$ cat src/rtl/rtc_mux_bus_ctrl_if.sv
// Signal bundle between the register-access sequencer, the RTC pins and the
// multiplexed-bus controller.
interface rtc_mux_bus_ctrl_if #(
  parameter int unsigned DATA_W = 8
);
  logic              start;
  logic              wr_nrd;
  logic [DATA_W-1:0] addr;
  logic [DATA_W-1:0] wdata;
  logic [DATA_W-1:0] ad_in;
  logic [DATA_W-1:0] ad_out;
  logic              ad_oe;
  logic              a_d;
  logic              cs;
  logic              wr;
  logic              rd;
  logic [DATA_W-1:0] rdata;
  logic              rdata_valid;
  logic              busy;
  logic              done;

  // Sequencer and pad side
  modport master (
    output start, wr_nrd, addr, wdata, ad_in,
    input  ad_out, ad_oe, a_d, cs, wr, rd, rdata, rdata_valid, busy, done
  );

  // Controller side
  modport slave (
    input  start, wr_nrd, addr, wdata, ad_in,
    output ad_out, ad_oe, a_d, cs, wr, rd, rdata, rdata_valid, busy, done
  );
endinterface

$ cat src/rtl/rtc_mux_bus_ctrl.sv
// Multiplexed address/data RTC bus controller: one address phase followed by a
// data write or read per start request, with fully registered pin outputs.
module rtc_mux_bus_ctrl #(
  parameter int unsigned DATA_W  = 8,
  parameter int unsigned T_SETUP = 1,
  parameter int unsigned T_ADDR  = 7,
  parameter int unsigned T_GAP   = 6,
  parameter int unsigned T_DATA  = 7,
  parameter int unsigned T_HOLD  = 1,
  parameter int unsigned CNT_W   = 5
) (
  input  logic                clk,
  input  logic                reset,
  rtc_mux_bus_ctrl_if.slave   bus
);

  localparam logic [CNT_W-1:0] SETUP_LAST = CNT_W'(T_SETUP - 1);
  localparam logic [CNT_W-1:0] ADDR_LAST  = CNT_W'(T_ADDR - 1);
  localparam logic [CNT_W-1:0] GAP_LAST   = CNT_W'(T_GAP - 1);
  localparam logic [CNT_W-1:0] DATA_LAST  = CNT_W'(T_DATA - 1);
  localparam logic [CNT_W-1:0] HOLD_LAST  = CNT_W'(T_HOLD - 1);

  typedef enum logic [2:0] {
    S_IDLE, S_SETUP, S_ADDR, S_GAP, S_DATA, S_HOLD, S_DONE
  } state_e;

  state_e            state_q, state_d;
  logic [CNT_W-1:0]  cnt_q, cnt_d;
  logic              wr_nrd_q, wr_nrd_d;
  logic [DATA_W-1:0] addr_q, addr_d;
  logic [DATA_W-1:0] wdata_q, wdata_d;

  logic [DATA_W-1:0] ad_out_q, ad_out_d;
  logic              ad_oe_q, ad_oe_d;
  logic              a_d_q, a_d_d;
  logic              cs_q, cs_d;
  logic              wr_q, wr_d;
  logic              rd_q, rd_d;
  logic [DATA_W-1:0] rdata_q, rdata_d;
  logic              rdata_valid_q, rdata_valid_d;
  logic              busy_q, busy_d;
  logic              done_q, done_d;
  logic              last_c;

  // Next state, then pin values computed from the next state so they register
  // in step with it.
  always_comb begin
    state_d  = state_q;
    cnt_d    = cnt_q + CNT_W'(1);
    wr_nrd_d = wr_nrd_q;
    addr_d   = addr_q;
    wdata_d  = wdata_q;
    rdata_d  = rdata_q;
    last_c   = 1'b0;

    unique case (state_q)
      S_SETUP: last_c = (cnt_q == SETUP_LAST);
      S_ADDR:  last_c = (cnt_q == ADDR_LAST);
      S_GAP:   last_c = (cnt_q == GAP_LAST);
      S_DATA:  last_c = (cnt_q == DATA_LAST);
      S_HOLD:  last_c = (cnt_q == HOLD_LAST);
      default: last_c = 1'b0;
    endcase

    unique case (state_q)
      S_IDLE: begin
        cnt_d = '0;
        if (bus.start) begin
          state_d  = S_SETUP;
          wr_nrd_d = bus.wr_nrd;
          addr_d   = bus.addr;
          wdata_d  = bus.wdata;
        end
      end
      S_SETUP: if (last_c) state_d = S_ADDR;
      S_ADDR:  if (last_c) state_d = S_GAP;
      S_GAP:   if (last_c) state_d = S_DATA;
      S_DATA: begin
        if (last_c) begin
          state_d = S_HOLD;
          // Read data is taken on the edge where rd rises
          if (!wr_nrd_q) rdata_d = bus.ad_in;
        end
      end
      S_HOLD:  if (last_c) state_d = S_DONE;
      S_DONE:  state_d = S_IDLE;
      default: state_d = S_IDLE;
    endcase

    if (state_d != state_q) cnt_d = '0;

    a_d_d         = 1'b1;
    cs_d          = 1'b1;
    wr_d          = 1'b1;
    rd_d          = 1'b1;
    ad_oe_d       = 1'b0;
    ad_out_d      = '0;
    done_d        = 1'b0;
    rdata_valid_d = 1'b0;
    busy_d        = (state_d != S_IDLE);

    unique case (state_d)
      S_SETUP: begin
        a_d_d    = 1'b0;
        ad_oe_d  = 1'b1;
        ad_out_d = addr_d;
      end
      S_ADDR: begin
        a_d_d    = 1'b0;
        cs_d     = 1'b0;
        wr_d     = 1'b0;
        ad_oe_d  = 1'b1;
        ad_out_d = addr_d;
      end
      S_GAP: begin
        // First gap cycle keeps the address on the bus as hold time
        if (cnt_d == '0) begin
          a_d_d    = 1'b0;
          ad_oe_d  = 1'b1;
          ad_out_d = addr_d;
        end
      end
      S_DATA: begin
        cs_d = 1'b0;
        if (wr_nrd_d) begin
          wr_d     = 1'b0;
          ad_oe_d  = 1'b1;
          ad_out_d = wdata_d;
        end else begin
          rd_d = 1'b0;
        end
      end
      S_HOLD: begin
        if (wr_nrd_d) begin
          ad_oe_d  = 1'b1;
          ad_out_d = wdata_d;
        end
      end
      S_DONE: begin
        done_d        = 1'b1;
        rdata_valid_d = ~wr_nrd_d;
      end
      default: ;
    endcase
  end

  // State and registered pins
  always_ff @(posedge clk or negedge reset) begin
    if (!reset) begin
      state_q       <= S_IDLE;
      cnt_q         <= '0;
      wr_nrd_q      <= 1'b0;
      addr_q        <= '0;
      wdata_q       <= '0;
      ad_out_q      <= '0;
      ad_oe_q       <= 1'b0;
      a_d_q         <= 1'b1;
      cs_q          <= 1'b1;
      wr_q          <= 1'b1;
      rd_q          <= 1'b1;
      rdata_q       <= '0;
      rdata_valid_q <= 1'b0;
      busy_q        <= 1'b0;
      done_q        <= 1'b0;
    end else begin
      state_q       <= state_d;
      cnt_q         <= cnt_d;
      wr_nrd_q      <= wr_nrd_d;
      addr_q        <= addr_d;
      wdata_q       <= wdata_d;
      ad_out_q      <= ad_out_d;
      ad_oe_q       <= ad_oe_d;
      a_d_q         <= a_d_d;
      cs_q          <= cs_d;
      wr_q          <= wr_d;
      rd_q          <= rd_d;
      rdata_q       <= rdata_d;
      rdata_valid_q <= rdata_valid_d;
      busy_q        <= busy_d;
      done_q        <= done_d;
    end
  end

  assign bus.ad_out      = ad_out_q;
  assign bus.ad_oe       = ad_oe_q;
  assign bus.a_d         = a_d_q;
  assign bus.cs          = cs_q;
  assign bus.wr          = wr_q;
  assign bus.rd          = rd_q;
  assign bus.rdata       = rdata_q;
  assign bus.rdata_valid = rdata_valid_q;
  assign bus.busy        = busy_q;
  assign bus.done        = done_q;

endmodule
$ cat src/flat_wrapper.sv
// flat-port wrapper written by rule: the top's interface ports become plain ports
module rtc_mux_bus_ctrl_flat 
#(
  parameter int unsigned DATA_W  = 8,
  parameter int unsigned T_SETUP = 1,
  parameter int unsigned T_ADDR  = 7,
  parameter int unsigned T_GAP   = 6,
  parameter int unsigned T_DATA  = 7,
  parameter int unsigned T_HOLD  = 1,
  parameter int unsigned CNT_W   = 5
)
  (clk, reset, bus_start, bus_wr_nrd, bus_addr, bus_wdata, bus_ad_in, bus_ad_out, bus_ad_oe, bus_a_d, bus_cs, bus_wr, bus_rd, bus_rdata, bus_rdata_valid, bus_busy, bus_done);
  rtc_mux_bus_ctrl_if #(.DATA_W(DATA_W)) bus_i ();
  input  logic clk;
  input  logic reset;
  input wire logic [$bits(bus_i.start)-1:0] bus_start;
  input wire logic [$bits(bus_i.wr_nrd)-1:0] bus_wr_nrd;
  input wire logic [$bits(bus_i.addr)-1:0] bus_addr;
  input wire logic [$bits(bus_i.wdata)-1:0] bus_wdata;
  input wire logic [$bits(bus_i.ad_in)-1:0] bus_ad_in;
  output wire logic [$bits(bus_i.ad_out)-1:0] bus_ad_out;
  output wire logic [$bits(bus_i.ad_oe)-1:0] bus_ad_oe;
  output wire logic [$bits(bus_i.a_d)-1:0] bus_a_d;
  output wire logic [$bits(bus_i.cs)-1:0] bus_cs;
  output wire logic [$bits(bus_i.wr)-1:0] bus_wr;
  output wire logic [$bits(bus_i.rd)-1:0] bus_rd;
  output wire logic [$bits(bus_i.rdata)-1:0] bus_rdata;
  output wire logic [$bits(bus_i.rdata_valid)-1:0] bus_rdata_valid;
  output wire logic [$bits(bus_i.busy)-1:0] bus_busy;
  output wire logic [$bits(bus_i.done)-1:0] bus_done;
  assign bus_i.start = bus_start;
  assign bus_i.wr_nrd = bus_wr_nrd;
  assign bus_i.addr = bus_addr;
  assign bus_i.wdata = bus_wdata;
  assign bus_i.ad_in = bus_ad_in;
  assign bus_ad_out = bus_i.ad_out;
  assign bus_ad_oe = bus_i.ad_oe;
  assign bus_a_d = bus_i.a_d;
  assign bus_cs = bus_i.cs;
  assign bus_wr = bus_i.wr;
  assign bus_rd = bus_i.rd;
  assign bus_rdata = bus_i.rdata;
  assign bus_rdata_valid = bus_i.rdata_valid;
  assign bus_busy = bus_i.busy;
  assign bus_done = bus_i.done;
  rtc_mux_bus_ctrl #(.DATA_W(DATA_W), .T_SETUP(T_SETUP), .T_ADDR(T_ADDR), .T_GAP(T_GAP), .T_DATA(T_DATA), .T_HOLD(T_HOLD), .CNT_W(CNT_W)) u_core (.clk(clk), .reset(reset), .bus(bus_i));
endmodule
$ cat config.mk
export PLATFORM = sky130hd
export DESIGN_NAME = rtc_mux_bus_ctrl_flat
export DESIGN_NICKNAME = d
export VERILOG_FILES = /design/src/rtl/rtc_mux_bus_ctrl_if.sv /design/src/rtl/rtc_mux_bus_ctrl.sv /design/src/flat_wrapper.sv
export SDC_FILE = /design/constraint.sdc
export NUM_CORES = 1
export LEC_CHECK = 0
export ABC_AREA = 1
export BUFFER_PORTS_ARGS = -buffer_cell sky130_fd_sc_hd__buf_4
export CAP_MARGIN = 20
export CORE_MARGIN = 2
export CORE_UTILIZATION = 55
export CTS_BUF_LIST = sky130_fd_sc_hd__clkbuf_2
export DETAILED_ROUTE_END_ITERATION = 16
export PLACE_DENSITY = 0.81
export REMOVE_ABC_BUFFERS = 1
export SLEW_MARGIN = 25
export SYNTH_ARGS = -nofsm -noshare
export SYNTH_HDL_FRONTEND = slang
export SYNTH_SLANG_ARGS = --single-unit
$ cat constraint.sdc
create_clock -name clk -period 2 [get_ports clk]
set_clock_uncertainty 0.1 [all_clocks]
set_input_delay 0.4 -clock clk [delete_from_list [all_inputs] [get_ports clk]]
set_output_delay 0.4 -clock clk [all_outputs]
set_load 0.05 [all_outputs]
==> flow_summary.json, run 1 <==
{
  "outcome": "complete, but fails checks",
  "violations": "setup timing",
  "drv_cap": 0,
  "wl_per_cell_um": 14.7,
  "min_period_over_period": 1.00,
  "crit_type": "flip-flop to flip-flop",
  "fp.coreArea_sq_um": 3940,
  "p_int_mw": 2.51,
  "clockBufferDepth": 2,
  "slew_viol_final": 0,
  "synth-seq-cells": 49,
  "start_util": 0.563,
  "antenna_cells": 0,
  "slew_headroom": 0.600,
  "antenna_found_initial": 0,
  "tritoncts": "yes",
  "num_rows": 23,
  "pwr-share-seq": 0.316,
  "cp.required_ps": 2290,
  "vias": 1922,
  "grt_usage": 0.221,
  "cp_max_fo": 5,
  "io_buffers": 51,
  "fin_nets": 340,
  "worstPathArrival_ps": 2300,
  "finalWirelength_um": 5290,
  "syn_area_sq_um": 2220,
  "worstRegToRegCells": 12,
  "grt_pass1_wl_um": 7410,
  "cp_top_family": "simple AND/OR/NAND/NOR gates",
  "pre_cts_slack_ps": 8.36,
  "p_leak_nw": 1.54,
  "critical_path_depth": 12,
  "setup-violations-final": 1,
  "dieArea_sq_um": 4560,
  "worstMarginPinSlew_ps": 594,
  "die_h_um": 67.5,
  "avgViaCountPerCell": 5.32,
  "critPathMaxStageDelay_ps": 480,
  "fmax_mhz": 498,
  "final-hold-violation-count": 0,
  "gr-total-overflow": 0,
  "clock-sinks": 49,
  "synthToLayoutAreaGrowth_pct": 34.7,
  "pin_count": 52,
  "tns_ps": -8.26,
  "cp_slowest_cell": "dfrtp_1",
  "cp-start-kind": "flip-flop",
  "die_w_um": 67.5,
  "syn_inst": 233,
  "ys_warn_count": 0,
  "cp.buffers_inverters": 3,
  "routabilityCongestion": 0.821,
  "postPlaceCellArea_sq_um": 2730,
  "first_pass_iters": 4,
  "hpwl_um": 3410,
  "pwr-share-clk": 0.109,
  "grt_max_degree": 50,
  "root_buffer": "clkbuf_2",
  "rsz0062_at_grt": "yes",
  "finalPower_mw": 4.75,
  "clkTransAtPathRegs_ps": 240,
  "grt_pass1_vias": 1690,
  "drcViolationCount": 0,
  "fin_crit_ps": 2010,
  "drtIter0Drc": 109,
  "stdcell_area_sq_um": 2990,
  "netSwitchingFraction": 0.473,
  "cpMostUsedCell": "nand2_4",
  "cts_htree_levels": 2,
  "crit_chain": "buf_6 > buf_6 > nor2_4 > nand4_4 > nand2_4 > nand2_4 > nand2_4 > nand2_4 > nor3_4 > clkbuf_16 > nand2_1 > nand3_1",
  "syn_area_per_cell_sq_um": 9.53,
  "clk_latency_ps": 420,
  "postRouteAntennaNets": 0,
  "combPwrFrac": 0.575,
  "final_cell_mix": "nand2_1 (74), buf_4 (68), dfrtp_1 (43)",
  "ir_drop_mv": 0.823,
  "powerDensity_nw_per_um2": 1590,
  "layout_setup_ws_ps": -8.26,
  "layout-drive-gt1-share": 0.418,
  "crit_path_end_kind": "flip-flop",
  "ys_types": 33,
  "min_path_type": "input port to flip-flop",
  "yosysSeqAreaShare": 0.554,
  "whs_path_depth": 3,
  "p_switching_mw": 2.25,
  "layout_commonest_cell": "nand2_1",
  "cts-buffers-inserted": 5
}
==> cells in the mapped netlist (all sizes together) <==
library cell	number	area share
a31oi	1	0.0028
clkbuf	1	0.0017
nand2	87	0.16
o21ai	4	0.014
buf	2	0.0045
clkinv	1	0.0017
nand4	10	0.035
o31ai	1	0.0056
nand3b	1	0.0034
nor3	3	0.012
ha	2	0.011
or2	1	0.0028
dfstp	4	0.047
dfrtp	45	0.51
mux2	8	0.041
o2111ai	1	0.0039
nor2	22	0.045
inv	16	0.028
a21oi	2	0.011
xor2	2	0.0079
xnor2	1	0.0039
nand3	18	0.047
==> flip-flops by register name, indices dropped and copies added, names as in the netlist, 3 cells and up <==
| register | flops |
|---|---|
| u_core.addr_q | 8 |
| u_core.bus.ad_out | 8 |
| u_core.bus.rdata | 8 |
| u_core.cnt_q | 5 |
| u_core.state_q | 3 |
| u_core.wdata_q | 8 |
==> tightest hold or removal path, cell delays in order <==
cell and delay, ps:
buf_4 70, nand2_1 40, nand2_1 70
==> kinds of logic (layout without fill, tap and decap cells) <==
family / count (synthesis) / after routing / share of synthesized area
simple gates: 142 / 142 / 0.308
fa+ha+maj: 2 / 2 / 0.0113
xor+xnor: 3 / 3 / 0.0118
compound gates: 9 / 9 / 0.0378
buf+inv: 20 / 98 / 0.0361
flops: 49 / 49 / 0.554
mux: 8 / 8 / 0.0406
==> path summary, 6_finish.rpt <==
kind / startpoint / to / slack, ps
setup reg to reg: u_core.state_q[1]$_DFF_PN0_ / u_core.bus.ad_out[5]$_DFF_PN0_ / -8
hold reg to reg: u_core.wdata_q[1]$_DFF_PN0_ / u_core.wdata_q[1]$_DFF_PN0_ / 410
max in group asynchronous: reset / u_core.cnt_q[0]$_DFF_PN0_ / 1000
hold / removal: bus_wdata[1] / u_core.wdata_q[1]$_DFF_PN0_ / 70
setup / recovery: u_core.state_q[1]$_DFF_PN0_ / u_core.bus.ad_out[5]$_DFF_PN0_ / -8
min in group asynchronous: reset / u_core.bus.rdata[1]$_DFFE_PN0P_ / 380
==> through the flow <==
step | hold WS, ps | instances | utilization
floorplan | 4.41 | 230 | -
global placement | 344 | 339 | 0.691
detailed placement | 340 | 339 | 0.691
CTS | 63.5 | 348 | 0.711
global route | 41.4 | 361 | 0.759
finish | 65.1 | 361 | 0.759
==> per-layer routing <==
| layer | vias to the layer above | track usage | part of all wire |
|---|---|---|---|
| met5 | - | 0 | 0 |
| met4 | 0 | 0.0612 | 0.019 |
| met3 | 12 | 0.0650 | 0.089 |
| met2 | 96 | 0.380 | 0.50 |
| met1 | 905 | 0.269 | 0.40 |
| li1 | 909 | - | - |
==> power groups by stage <==
stage / Combinational [mW] / Clock [mW] / Sequential [mW]
2_1_floorplan: 1.32 / 0 / 1.80
3_3_place_gp: 2.20 / 0 / 1.51
3_5_place_dp: 2.28 / 0 / 1.52
4_1_cts: 2.29 / 0.519 / 1.50
5_1_grt: 2.94 / 0.559 / 1.53
6_report: 2.73 / 0.520 / 1.50
==> timing repair <==
action / 4_1_cts / 5_1_grt
setup buffers: 0 / 11
hold buffers: 1 / 0
pin swaps: 0 / 2
endpoints found under the setup margin: 2 / 24
endpoints found under the hold margin: 45 / 0
cloned: 0 / 2
gates resized for setup: 0 / 22
==> area by class of cell <==
cell class | instances | area (sq um)
clock inverters | 3 | 41.3
clock buffers | 5 | 25.0
well taps | 50 | 62.6
repair buffers | 73 | 588
inverters | 17 | 66.3
flip-flops and latches | 49 | 1230
multi-input cells | 164 | 975
fillers | 275 | 951
Note: power is estimated with default switching activity, not from simulation.
==> run 2: changes to the inputs <==
Settings changed: MAX_ROUTING_LAYER from default to met4.
==> flow_summary.json, run 2 (synthesized netlist as in run 1, its figures left out) <==
{
  "layout-drive-gt1-share": 0.418,
  "wl_per_cell_um": 14.7,
  "p_switching_mw": 2.25,
  "cp-start-kind": "flip-flop",
  "cp.required_ps": 2290,
  "rsz0062_at_grt": "yes",
  "grt_pass1_vias": 1685,
  "finalWirelength_um": 5300,
  "worstMarginPinSlew_ps": 599,
  "p_int_mw": 2.51,
  "cp_max_fo": 5,
  "crit_chain": "buf_6 > buf_6 > nor2_4 > nand4_4 > nand2_4 > nand2_4 > nand2_4 > nand2_4 > nor3_4 > clkbuf_16 > nand2_1 > nand3_1",
  "crit_path_end_kind": "flip-flop",
  "fp.coreArea_sq_um": 3940,
  "root_buffer": "clkbuf_2",
  "cp_top_family": "simple AND/OR/NAND/NOR gates",
  "combPwrFrac": 0.575,
  "postPlaceCellArea_sq_um": 2730,
  "clkTransAtPathRegs_ps": 240,
  "postRouteAntennaNets": 0,
  "cpMostUsedCell": "nand2_4",
  "clk_latency_ps": 420,
  "drv_cap": 0,
  "crit_type": "flip-flop to flip-flop",
  "layout_setup_ws_ps": -5.67,
  "ir_drop_mv": 0.823,
  "clockBufferDepth": 2,
  "routabilityCongestion": 0.833,
  "avgViaCountPerCell": 5.33,
  "cp_slowest_cell": "dfrtp_1",
  "vias": 1924,
  "layout_commonest_cell": "nand2_1",
  "grt-busiest-layer": "met2",
  "slew_viol_final": 0,
  "die_h_um": 67.5,
  "antenna_cells": 0,
  "final-hold-violation-count": 0,
  "pwr-share-clk": 0.109,
  "grt_max_degree": 50,
  "stdcell_area_sq_um": 2990,
  "finish.utilization": 0.759,
  "hold_ws_ps": 65.3,
  "die_w_um": 67.5,
  "cp.buffers_inverters": 3,
  "final_cell_mix": "nand2_1 (74), buf_4 (68), dfrtp_1 (43)",
  "min_period_over_period": 1.00,
  "drtIter0Drc": 124,
  "hpwl_um": 3410,
  "fin_crit_ps": 2010,
  "finalPower_mw": 4.76,
  "tritoncts": "yes",
  "p_leak_nw": 1.54,
  "violations": "setup timing",
  "cts_htree_levels": 2,
  "worstPathArrival_ps": 2290,
  "fmax_mhz": 499,
  "netSwitchingFraction": 0.473,
  "cts-buffers-inserted": 5,
  "grt_usage": 0.227,
  "start_util": 0.563,
  "grt_use_met1": 0.270,
  "antenna_found_initial": 0,
  "outcome": "complete, but fails checks",
  "io_buffers": 51,
  "slew_headroom": 0.596,
  "first_pass_iters": 4,
  "min_path_type": "input port to flip-flop",
  "gr-total-overflow": 0,
  "pwr-share-seq": 0.316,
  "clock-sinks": 49,
  "pin_count": 52,
  "drcViolationCount": 0,
  "grt_pass1_wl_um": 7420,
  "synthToLayoutAreaGrowth_pct": 34.7,
  "globalRouteMet3Util": 0.0633,
  "num_rows": 23,
  "met2_usage": 0.380,
  "critPathMaxStageDelay_ps": 480,
  "dieArea_sq_um": 4560,
  "fin_nets": 340,
  "powerDensity_nw_per_um2": 1590,
  "setup-violations-final": 2
}
run 2: cell counts in the layout (fill, tap and decap cells not counted):
Identical to the previous run, type by type.
run 2: final timing paths:
path,start,cells after the start,slack (ps),endpoint
max reg2reg,u_core.state_q[1]$_DFF_PN0_,12,-6,u_core.bus.ad_out[5]$_DFF_PN0_
min reg2reg,u_core.wdata_q[1]$_DFF_PN0_,2,410,u_core.wdata_q[1]$_DFF_PN0_
min,bus_wdata[0],3,70,u_core.wdata_q[0]$_DFF_PN0_
max in group asynchronous,reset,2,990,u_core.state_q[0]$_DFF_PN0_
min in group asynchronous,reset,2,370,u_core.bus.rdata[1]$_DFFE_PN0P_
max,u_core.state_q[1]$_DFF_PN0_,12,-6,u_core.bus.ad_out[5]$_DFF_PN0_
run 2: through the flow:
stage               worst slack (ps)  cells  TNS, ps
floorplan                       -198    230    -1780
global placement                49.2    339        0
detailed placement              8.36    339        0
CTS                            -11.2    348    -16.6
global route                   -58.5    361     -408
finish                         -5.67    361    -5.74
run 2: final cells by class:
| type | instances | area (sq um) |
|---|---|---|
| Clock inverter | 3 | 41.3 |
| Clock buffer | 5 | 25.0 |
| Fill cell | 275 | 951 |
| Timing Repair Buffer | 73 | 588 |
| Multi-Input combinational cell | 164 | 975 |
| Inverter | 17 | 66.3 |
| Tap cell | 50 | 62.6 |
| Sequential cell | 49 | 1230 |
run 2: layer usage:
metal | part of all wire | vias up
li1 | - | 911
met4 | 0.016 | 0
met3 | 0.083 | 10
met1 | 0.40 | 911
met5 | 0 | -
met2 | 0.50 | 92
run 2: power groups by stage:
stage | Clock (mW) | Sequential, mW | Combinational [mW]
3_5_place_dp | 0 | 1.52 | 2.28
5_1_grt | 0.557 | 1.53 | 2.94
6_report | 0.520 | 1.50 | 2.74
3_3_place_gp | 0 | 1.51 | 2.20
2_1_floorplan | 0 | 1.80 | 1.32
4_1_cts | 0.519 | 1.50 | 2.29
run 2: worst min-delay path, stage by stage:
cell and delay [ps]:
buf_4 80, nand2_1 40, nand2_1 70
run 2: timing repair:
action,in CTS,in global routing
cloned,0,2
hold buffers,1,0
endpoints found under the setup margin,2,24
setup buffers,0,11
gates resized for setup,0,22
hold endpoints to repair,45,0
pin swaps,0,2
